$ cat src/rtl/i2s_defs_pkg.sv
// Definitions shared by the I2S receive and transmit paths.
`timescale 1ns/1ps
package i2s_defs;

  localparam int I2S_DATA_WIDTH = 24;

  typedef enum logic [1:0] {
    ST_IDLE  = 2'd0,
    ST_SKIP  = 2'd1,
    ST_SHIFT = 2'd2,
    ST_DRAIN = 2'd3
  } i2s_state_t;

endpackage

$ cat src/rtl/i2s_sync_edge.sv
// Basic flop plus a codec-input synchronizer with rise/fall detection.
`timescale 1ns/1ps
module dff (
  input  logic i_clk,
  input  logic i_reset,
  input  logic i_d,
  output logic o_q
);
  always_ff @(posedge i_clk) begin
    if (i_reset) o_q <= 1'b0;
    else         o_q <= i_d;
  end
endmodule

module i2s_sync_edge #(
  parameter int STAGES = 2
) (
  input  logic i_clk,
  input  logic i_reset,
  input  logic i_async,
  output logic o_level,
  output logic o_rise,
  output logic o_fall
);
  // Chain of STAGES synchronizer flops followed by one delay flop for edge detection
  logic [STAGES+1:0] w_chain;

  assign w_chain[0] = i_async;

  for (genvar g = 0; g <= STAGES; g++) begin : g_ff
    dff u_ff (
      .i_clk  (i_clk),
      .i_reset(i_reset),
      .i_d    (w_chain[g]),
      .o_q    (w_chain[g+1])
    );
  end

  assign o_level = w_chain[STAGES];
  assign o_rise  = w_chain[STAGES] & ~w_chain[STAGES+1];
  assign o_fall  = ~w_chain[STAGES] & w_chain[STAGES+1];
endmodule

$ cat src/rtl/i2s_line_in_rx.sv
// I2S line-in receiver: oversamples codec bclk/lr/sdata on clk_100 and
// delivers left/right sample pairs with a one-cycle new_sample strobe.
`timescale 1ns/1ps
module i2s_line_in_rx
  import i2s_defs::*;
#(
  parameter int DATA_WIDTH  = I2S_DATA_WIDTH,
  parameter int SYNC_STAGES = 2
) (
  input  logic                  clk_100,
  input  logic                  reset,
  input  logic                  i2s_bclk,
  input  logic                  i2s_lr,
  input  logic                  i2s_sdata,
  output logic [DATA_WIDTH-1:0] line_in_l,
  output logic [DATA_WIDTH-1:0] line_in_r,
  output logic                  new_sample,
  output logic                  frame_err
);
  localparam int CNT_W = $clog2(DATA_WIDTH + 1);

  logic w_bclk_lvl, w_bclk_rise, w_bclk_fall;
  logic w_lr_lvl, w_lr_rise, w_lr_fall;
  logic w_sd_lvl, w_sd_rise, w_sd_fall;
  logic w_unused, w_lr_edge, w_last, w_shift, w_err;
  logic [DATA_WIDTH-1:0] w_word;
  i2s_state_t r_state, w_next;

  logic [CNT_W-1:0]      r_cnt;
  logic [DATA_WIDTH-1:0] r_shift, r_hold_l, r_line_l, r_line_r;
  logic                  r_left_ok, r_new_sample, r_frame_err;

  i2s_sync_edge #(.STAGES(SYNC_STAGES)) u_sync_bclk (
    .i_clk(clk_100), .i_reset(reset), .i_async(i2s_bclk),
    .o_level(w_bclk_lvl), .o_rise(w_bclk_rise), .o_fall(w_bclk_fall));
  i2s_sync_edge #(.STAGES(SYNC_STAGES)) u_sync_lr (
    .i_clk(clk_100), .i_reset(reset), .i_async(i2s_lr),
    .o_level(w_lr_lvl), .o_rise(w_lr_rise), .o_fall(w_lr_fall));
  i2s_sync_edge #(.STAGES(SYNC_STAGES)) u_sync_sd (
    .i_clk(clk_100), .i_reset(reset), .i_async(i2s_sdata),
    .o_level(w_sd_lvl), .o_rise(w_sd_rise), .o_fall(w_sd_fall));

  assign w_unused  = &{1'b0, w_bclk_lvl, w_bclk_fall, w_sd_rise, w_sd_fall};
  assign w_lr_edge = w_lr_rise | w_lr_fall;
  assign w_last    = (r_cnt == CNT_W'(DATA_WIDTH - 1));
  assign w_word    = {r_shift[DATA_WIDTH-2:0], w_sd_lvl};

  always_ff @(posedge clk_100) begin
    if (reset) r_state <= ST_IDLE;
    else       r_state <= w_next;
  end

  // An LR edge wins over a same-cycle bclk rise; that rise then serves as the skip bit
  always_comb begin
    w_next  = r_state;
    w_shift = 1'b0;
    w_err   = 1'b0;
    unique case (r_state)
      ST_IDLE: begin
        if (w_lr_fall) w_next = w_bclk_rise ? ST_SHIFT : ST_SKIP;
      end
      ST_SKIP: begin
        if (w_lr_edge)        w_next = w_bclk_rise ? ST_SHIFT : ST_SKIP;
        else if (w_bclk_rise) w_next = ST_SHIFT;
      end
      ST_SHIFT: begin
        if (w_lr_edge) begin
          w_err  = 1'b1;
          w_next = w_bclk_rise ? ST_SHIFT : ST_SKIP;
        end else if (w_bclk_rise) begin
          w_shift = 1'b1;
          if (w_last) w_next = ST_DRAIN;
        end
      end
      ST_DRAIN: begin
        if (w_lr_edge) w_next = w_bclk_rise ? ST_SHIFT : ST_SKIP;
      end
      default: w_next = ST_IDLE;
    endcase
  end

  always_ff @(posedge clk_100) begin
    if (reset) begin
      r_cnt        <= '0;
      r_shift      <= '0;
      r_hold_l     <= '0;
      r_line_l     <= '0;
      r_line_r     <= '0;
      r_left_ok    <= 1'b0;
      r_new_sample <= 1'b0;
      r_frame_err  <= 1'b0;
    end else begin
      r_new_sample <= 1'b0;
      r_frame_err  <= w_err & ~r_frame_err;
      if (w_shift)                              r_cnt <= r_cnt + 1'b1;
      else if (r_state != ST_SHIFT || w_lr_edge) r_cnt <= '0;
      if (w_err) begin
        r_shift   <= '0;
        r_left_ok <= 1'b0;
      end else if (w_shift) begin
        r_shift <= w_word;
        if (w_last) begin
          if (!w_lr_lvl) begin
            r_hold_l  <= w_word;
            r_left_ok <= 1'b1;
          end else begin
            // Right word publishes the pair only when this frame's left word is intact
            if (r_left_ok) begin
              r_line_l     <= r_hold_l;
              r_line_r     <= w_word;
              r_new_sample <= 1'b1;
            end
            r_left_ok <= 1'b0;
          end
        end
      end
    end
  end

  assign line_in_l  = r_line_l;
  assign line_in_r  = r_line_r;
  assign new_sample = r_new_sample;
  assign frame_err  = r_frame_err;
endmodule

$ cat config.mk
export PLATFORM = sky130hd
export DESIGN_NAME = i2s_line_in_rx
export DESIGN_NICKNAME = d
export VERILOG_FILES = /design/src/rtl/i2s_defs_pkg.sv /design/src/rtl/i2s_sync_edge.sv /design/src/rtl/i2s_line_in_rx.sv
export SDC_FILE = /design/constraint.sdc
export NUM_CORES = 1
export LEC_CHECK = 0
export CAP_MARGIN = 20
export CORE_UTILIZATION = 55
export CTS_CLUSTER_SIZE = 25
export DETAILED_ROUTE_END_ITERATION = 10
export PLACE_DENSITY = 0.84
export SETUP_SLACK_MARGIN = 0.15
export SLEW_MARGIN = 10
export SYNTH_ARGS = -nofsm -noshare
export SYNTH_HDL_FRONTEND = slang
export SYNTH_HIERARCHICAL = 1
export SYNTH_SLANG_ARGS = --single-unit
$ cat constraint.sdc
create_clock -name clk_100 -period 4.7 [get_ports clk_100]
set_input_delay 0.94 -clock clk_100 [delete_from_list [all_inputs] [get_ports clk_100]]
set_output_delay 0.94 -clock clk_100 [all_outputs]
set_load 0.05 [all_outputs]
# Word level (Yosys, flattened, before mapping)

Index checks and enable logic that the tools add are counted.
Widths: inputs -> output; s select.

Word-level logic and storage cells: 67
Bits in registers: 113
Input port bits: 5
Output and inout port bits: 50

Equal/unequal tests: 10
Reductions and logical operators: 9
Muxes and demuxes: 18
Add/subtract/negate cells: 1
Bitwise operators: 12

Operator list:

| cell                | count |
|---|---|
| $mux 2              | 8 |
| $mux 5              | 2 |
| $reduce_and 5->1    | 2 |
| $ne 3x3->1 const B  | 3 |
| $pmux 2 s4          | 1 |
| $mux 1              | 7 |
| $not 1->1           | 7 |
| $ne 2x2->1 const B  | 3 |
| $add 5x1->5 const B | 1 |
| $eq 5x5->1 const B  | 1 |
| $reduce_or 5->1     | 1 |
| $and 1x1->1         | 4 |
| $eq 2x2->1 const B  | 2 |
| $reduce_and 4->1    | 1 |
| $eq 2x1->1 const B  | 1 |
| $logic_not 2->1     | 1 |
| $reduce_and 2->1    | 1 |
| $reduce_bool 2->1   | 1 |
| $reduce_or 2->1     | 1 |
| $logic_or 1x1->1    | 1 |
| $or 1x1->1          | 1 |

# Logic depth before layout (Yosys ltp)

Word-level depth: 7
Mapped depth: 9
Mapped depth without buffers: 6

# Hierarchy

Netlist, hierarchy kept.

Modules (own cells, without submodules):

| module         | times used | cells an instance | area each (µm²) | sequential area each (µm²) |
|---|---|---|---|---|
| i2s_line_in_rx | 1          | 447               | 3822.4          | 2102.0 |
| dff            | 9          | 2                 | 33.8            | 20.0 |
| i2s_sync_edge  | 3          | 2                 | 15.0            | 0.0 |

# Worst setup path before layout

OpenSTA, ideal clock, no wires.

Path type: reg-to-reg
Start point: register u_sync_lr.g_ff[1].u_ff.o_q
End point: register r_line_l[10], in the netlist line_in_l[10]
Required time: 4568 ps
Setup time: 132 ps
Cell stages (with the launch flop): 9
Path buffers: 3
Slack: 2686 ps
Clock period less this slack: 2014 ps
Arrival time: 1882 ps
Cell sequence: dfxtp_1 > and2b_2 > or2_1 > or4_1 > buf_2 > buf_6 > buf_6 > nand2_1 > a21oi_1

Longest elaborated chain between the ends: 7
Elaborated cells between the ends (all ways): 10
Those cells by class: mux: 4; bitwise: 5; reduce/logical: 1

Ends and longest elaborated chain:

| element                               | line                  | text |
|---|---|---|
| start, declared                       | i2s_sync_edge.sv:7    | `output logic o_q` |
| start signal, assigned                | i2s_sync_edge.sv:11   | `else o_q <= i_d;` |
| $not 1->1 (no source line) (*)        | n/a                   |  |
| $and 1x1->1 (*)                       | i2s_sync_edge.sv:41   | `assign o_fall = ~w_chain[STAGES] & w_chain[STAGES+1];` |
| net w_lr_fall                         | i2s_line_in_rx.sv:23  | `logic w_lr_lvl, w_lr_rise, w_lr_fall;` |
| $or 1x1->1 (*)                        | i2s_line_in_rx.sv:44  | `assign w_lr_edge = w_lr_rise \| w_lr_fall;` |
| $mux 1                                | i2s_line_in_rx.sv:67  | `if (w_lr_edge) begin` |
| $mux 1                                | i2s_line_in_rx.sv:58  | `unique case (r_state)` |
| $not 1->1 (no source line)            | n/a                   |  |
| $reduce_and 5->1 (no source line) (*) | n/a                   |  |
| end signal, assigned                  | i2s_line_in_rx.sv:109 | `r_line_l <= r_hold_l;` |
| end, declared                         | i2s_line_in_rx.sv:30  | `logic [DATA_WIDTH-1:0] r_shift, r_hold_l, r_line_l, r_line_r;` |

Mark *: on every way through the listed nets, which the timed path passes. The rest lies on a longest branch.
A chain may end at the register's enable or synchronous reset.

# Final worst setup path

Start point: register u_sync_bclk.g_ff[1].u_ff.o_q
End point: register r_line_r[22], in the netlist line_in_r[22]

Longest elaborated chain between the ends: 5

Ends and longest elaborated chain:

| element                           | line                  | text |
|---|---|---|
| start, declared                   | i2s_sync_edge.sv:7    |  |
| start signal, assigned            | i2s_sync_edge.sv:11   |  |
| $and 1x1->1                       | i2s_sync_edge.sv:40   | `assign o_rise = w_chain[STAGES] & ~w_chain[STAGES+1];` |
| net w_bclk_rise                   | i2s_line_in_rx.sv:22  | `logic w_bclk_lvl, w_bclk_rise, w_bclk_fall;` |
| $mux 1                            | i2s_line_in_rx.sv:70  | `end else if (w_bclk_rise) begin` |
| $mux 1                            | i2s_line_in_rx.sv:67  |  |
| $mux 1                            | i2s_line_in_rx.sv:58  |  |
| $reduce_and 5->1 (no source line) | n/a                   |  |
| end signal, assigned              | i2s_line_in_rx.sv:110 | `r_line_r <= w_word;` |
| end, declared                     | i2s_line_in_rx.sv:30  |  |

The timed path passes the listed nets, and every way through them passes these cells.

==> run summary <==
Outcome - complete, no violations
DRT Wirelength - 8730 um
CTS tree - yes
Type of the worst min-delay path - register to register
Power per cell area - 456 mW/mm2
CTS root buf - clkbuf_8
Fmax - 375 MHz
Core Region - 0.00725 mm2
Max-slew violation count - 0
Antenna Nets Post-Route - 0
Hold depth - 1
WS Path Type - register to register
Die Y - 88.5 um
Pin count of the biggest net entering global routing - 88
Final Skew - 0.00432 ns
Reg2Reg Depth - 6
VDD IR-drop max - 0.311 mV
Post-CTS Hold Buffers - 0
DRC - 0
RR Endpoint - line_in_r[22]$_SDFFE_PP0P_
R2R setup slack - 2.04 ns
RSZ-0062 raised after global routing - false
Top Ports - 55
Die width - 88.5 um
CTS Buf Count - 17
Rows - 31
Port Buffer Count - 54
Crit path DAT - 3.01 ns
Power consumption - 2430 uW
Total global routing overflow - 0
Initial core utilization - 56.7%
First-iteration detailed-routing DRC count - 192
Hold Fails Final Rpt - 0
Leak Pwr - 0.00183 uW
CP max FO - 31
Die area - 0.00783 mm2
Final setup violation count - 0
Worst Hold Endpoint - frame_err$_SDFF_PP0_
Post-DP HPWL - 5230 um
Critical Path End Type - register
Fill count - 512
Synthesis-to-finish area growth - 29.5%
CTS H-tree depth - 4
First-pass GRT wire length - 14400 um
Diode count - 0
Critical Path RT - 5.05 ns
Clock slew seen by the registers of the worst setup and hold paths - 0.05 ns
Syn Std Cell Area - 0.00411 mm2
Sink Count - 113
Post-CTS Resized - 0
Layout cells sized above 1 - 9.64%
Routed wire length per instance - 13.9 um
Synth Net Count - 476
Placer's final routability congestion estimate - 0.749
Postcts setup bufs - 0
Initial antenna violation count - 0
Drt pass-1 iters - 4
Syn avg cell area - 8.83 um2
Final setup TNS - 0 ns
Slew margin rel. - 34.5%
Ys Warns - 6
Final min period - 2.66 ns
Max-Cap Viols - 0
CTS Buffer Depth - 2
Worst-Margin Slew - 0.983 ns
Total track usage - 24.4%
Min-delay src - frame_err$_SDFF_PP0_
Vias - 3291
Worst R2R Start - u_sync_bclk/g_ff[1].u_ff/o_q$_SDFF_PP0_
Vias in the first global route - 3249
Net count reported at finish - 526
Clk_lat worst skew - 0.51 ns
Worst Setup Start Kind - register
Vias per inst - 5.24
Final period utilization - 56.7%
Syn Inst Count - 466
[layer usage]
layer | share of wire, % | up-vias | track usage (%)
met5 | 0 | - | 0
met4 | 2.5 | 0 | 13.8
met3 | 4.8 | 26 | 6.62
met2 | 53 | 90 | 43.4
met1 | 40 | 1556 | 26.2
li1 | - | 1619 | -
[area by class of cell]
cell class                      instances  area (um2)  area share [%]
Sequential cell                       113        2260            42.5
Multi-Input combinational cell        320        1700            31.9
Timing Repair Buffer                   60         583            10.9
Clock buffer                           18         428            8.03
Clock inverter                         14         213            3.99
Tap cell                               99         124            2.33
Inverter                                4        15.0           0.282
[sequential cells by signal (all words and copies together), names as in the netlist]
signal	flops
u_sync_bclk/g_ff.u_ff/o_q	3
u_sync_lr/g_ff.u_ff/o_q	3
r_left_ok	1
r_cnt	5
u_sync_sd/g_ff.u_ff/o_q	2
frame_err	1
r_state	2
line_in_r	24
r_hold_l	24
r_shift	23
new_sample	1
line_in_l	24
[cell usage in the layout (no fill, tap or decap), types with 2 or more instances in the layout]
| master | n |
|---|---|
| a21oi_1 | 75 |
| buf_4 | 7 |
| bufinv_16 | 5 |
| clkbuf_16 | 16 |
| clkbuf_8 | 2 |
| clkdlybuf4s50_1 | 53 |
| clkinv_2 | 3 |
| clkinv_4 | 2 |
| clkinvlp_4 | 4 |
| dfxtp_1 | 113 |
| ha_1 | 5 |
| inv_1 | 4 |
| mux2i_1 | 27 |
| nand2_1 | 145 |
| nand2b_1 | 3 |
| nand4_1 | 2 |
| nor2_1 | 34 |
| nor2b_1 | 2 |
| nor2b_4 | 8 |
| o21ai_0 | 2 |
| xor2_1 | 3 |
[stage by stage]
step,hold slack (ns),worst slack (ns),std cells,instance area [um2],utilization (%)
floorplan,0.428,2.69,466,4110,-
global placement,0.416,2.12,596,4690,64.6
detailed placement,0.417,2.04,596,4690,64.6
CTS,0.427,2.04,628,5330,73.4
global route,0.463,1.85,628,5330,73.4
finish,0.424,2.04,628,5330,73.4
[report_power, final]
group | switching (uW) | leakage (uW) | total (uW) | internal, uW
logic | 50.8 | 0.000616 | 84.4 | 33.6
registers | 7.13 | 0.000911 | 974 | 967
clock network | 445 | 0.000303 | 1370 | 925
total | 503 | 0.00183 | 2430 | 1930
[worst max-delay path by stage]
stage,start,endpoint,cells after the start
global placement,reset,r_shift[8]$_SDFFE_PP0P_,3
CTS,u_sync_bclk/g_ff[1].u_ff/o_q$_SDFF_PP0_,line_in_r[22]$_SDFFE_PP0P_,6
global route,u_sync_bclk/g_ff[1].u_ff/o_q$_SDFF_PP0_,line_in_r[13]$_SDFFE_PP0P_,6
floorplan,u_sync_lr/g_ff[1].u_ff/o_q$_SDFF_PP0_,line_in_l[10]$_SDFFE_PP0P_,8
finish,u_sync_bclk/g_ff[1].u_ff/o_q$_SDFF_PP0_,line_in_r[22]$_SDFFE_PP0P_,6
detailed placement,u_sync_bclk/g_ff[1].u_ff/o_q$_SDFF_PP0_,line_in_r[13]$_SDFFE_PP0P_,6
[critical path: stages, from the launching register on]
cell     delay, ns
dfxtp_1       0.32
nor2b_1       0.52
nand2_1       0.20
or4_1         0.88
buf_4         0.37
nand2_1       0.12
a21oi_1       0.08
Power figures use the tool's default switching activity.
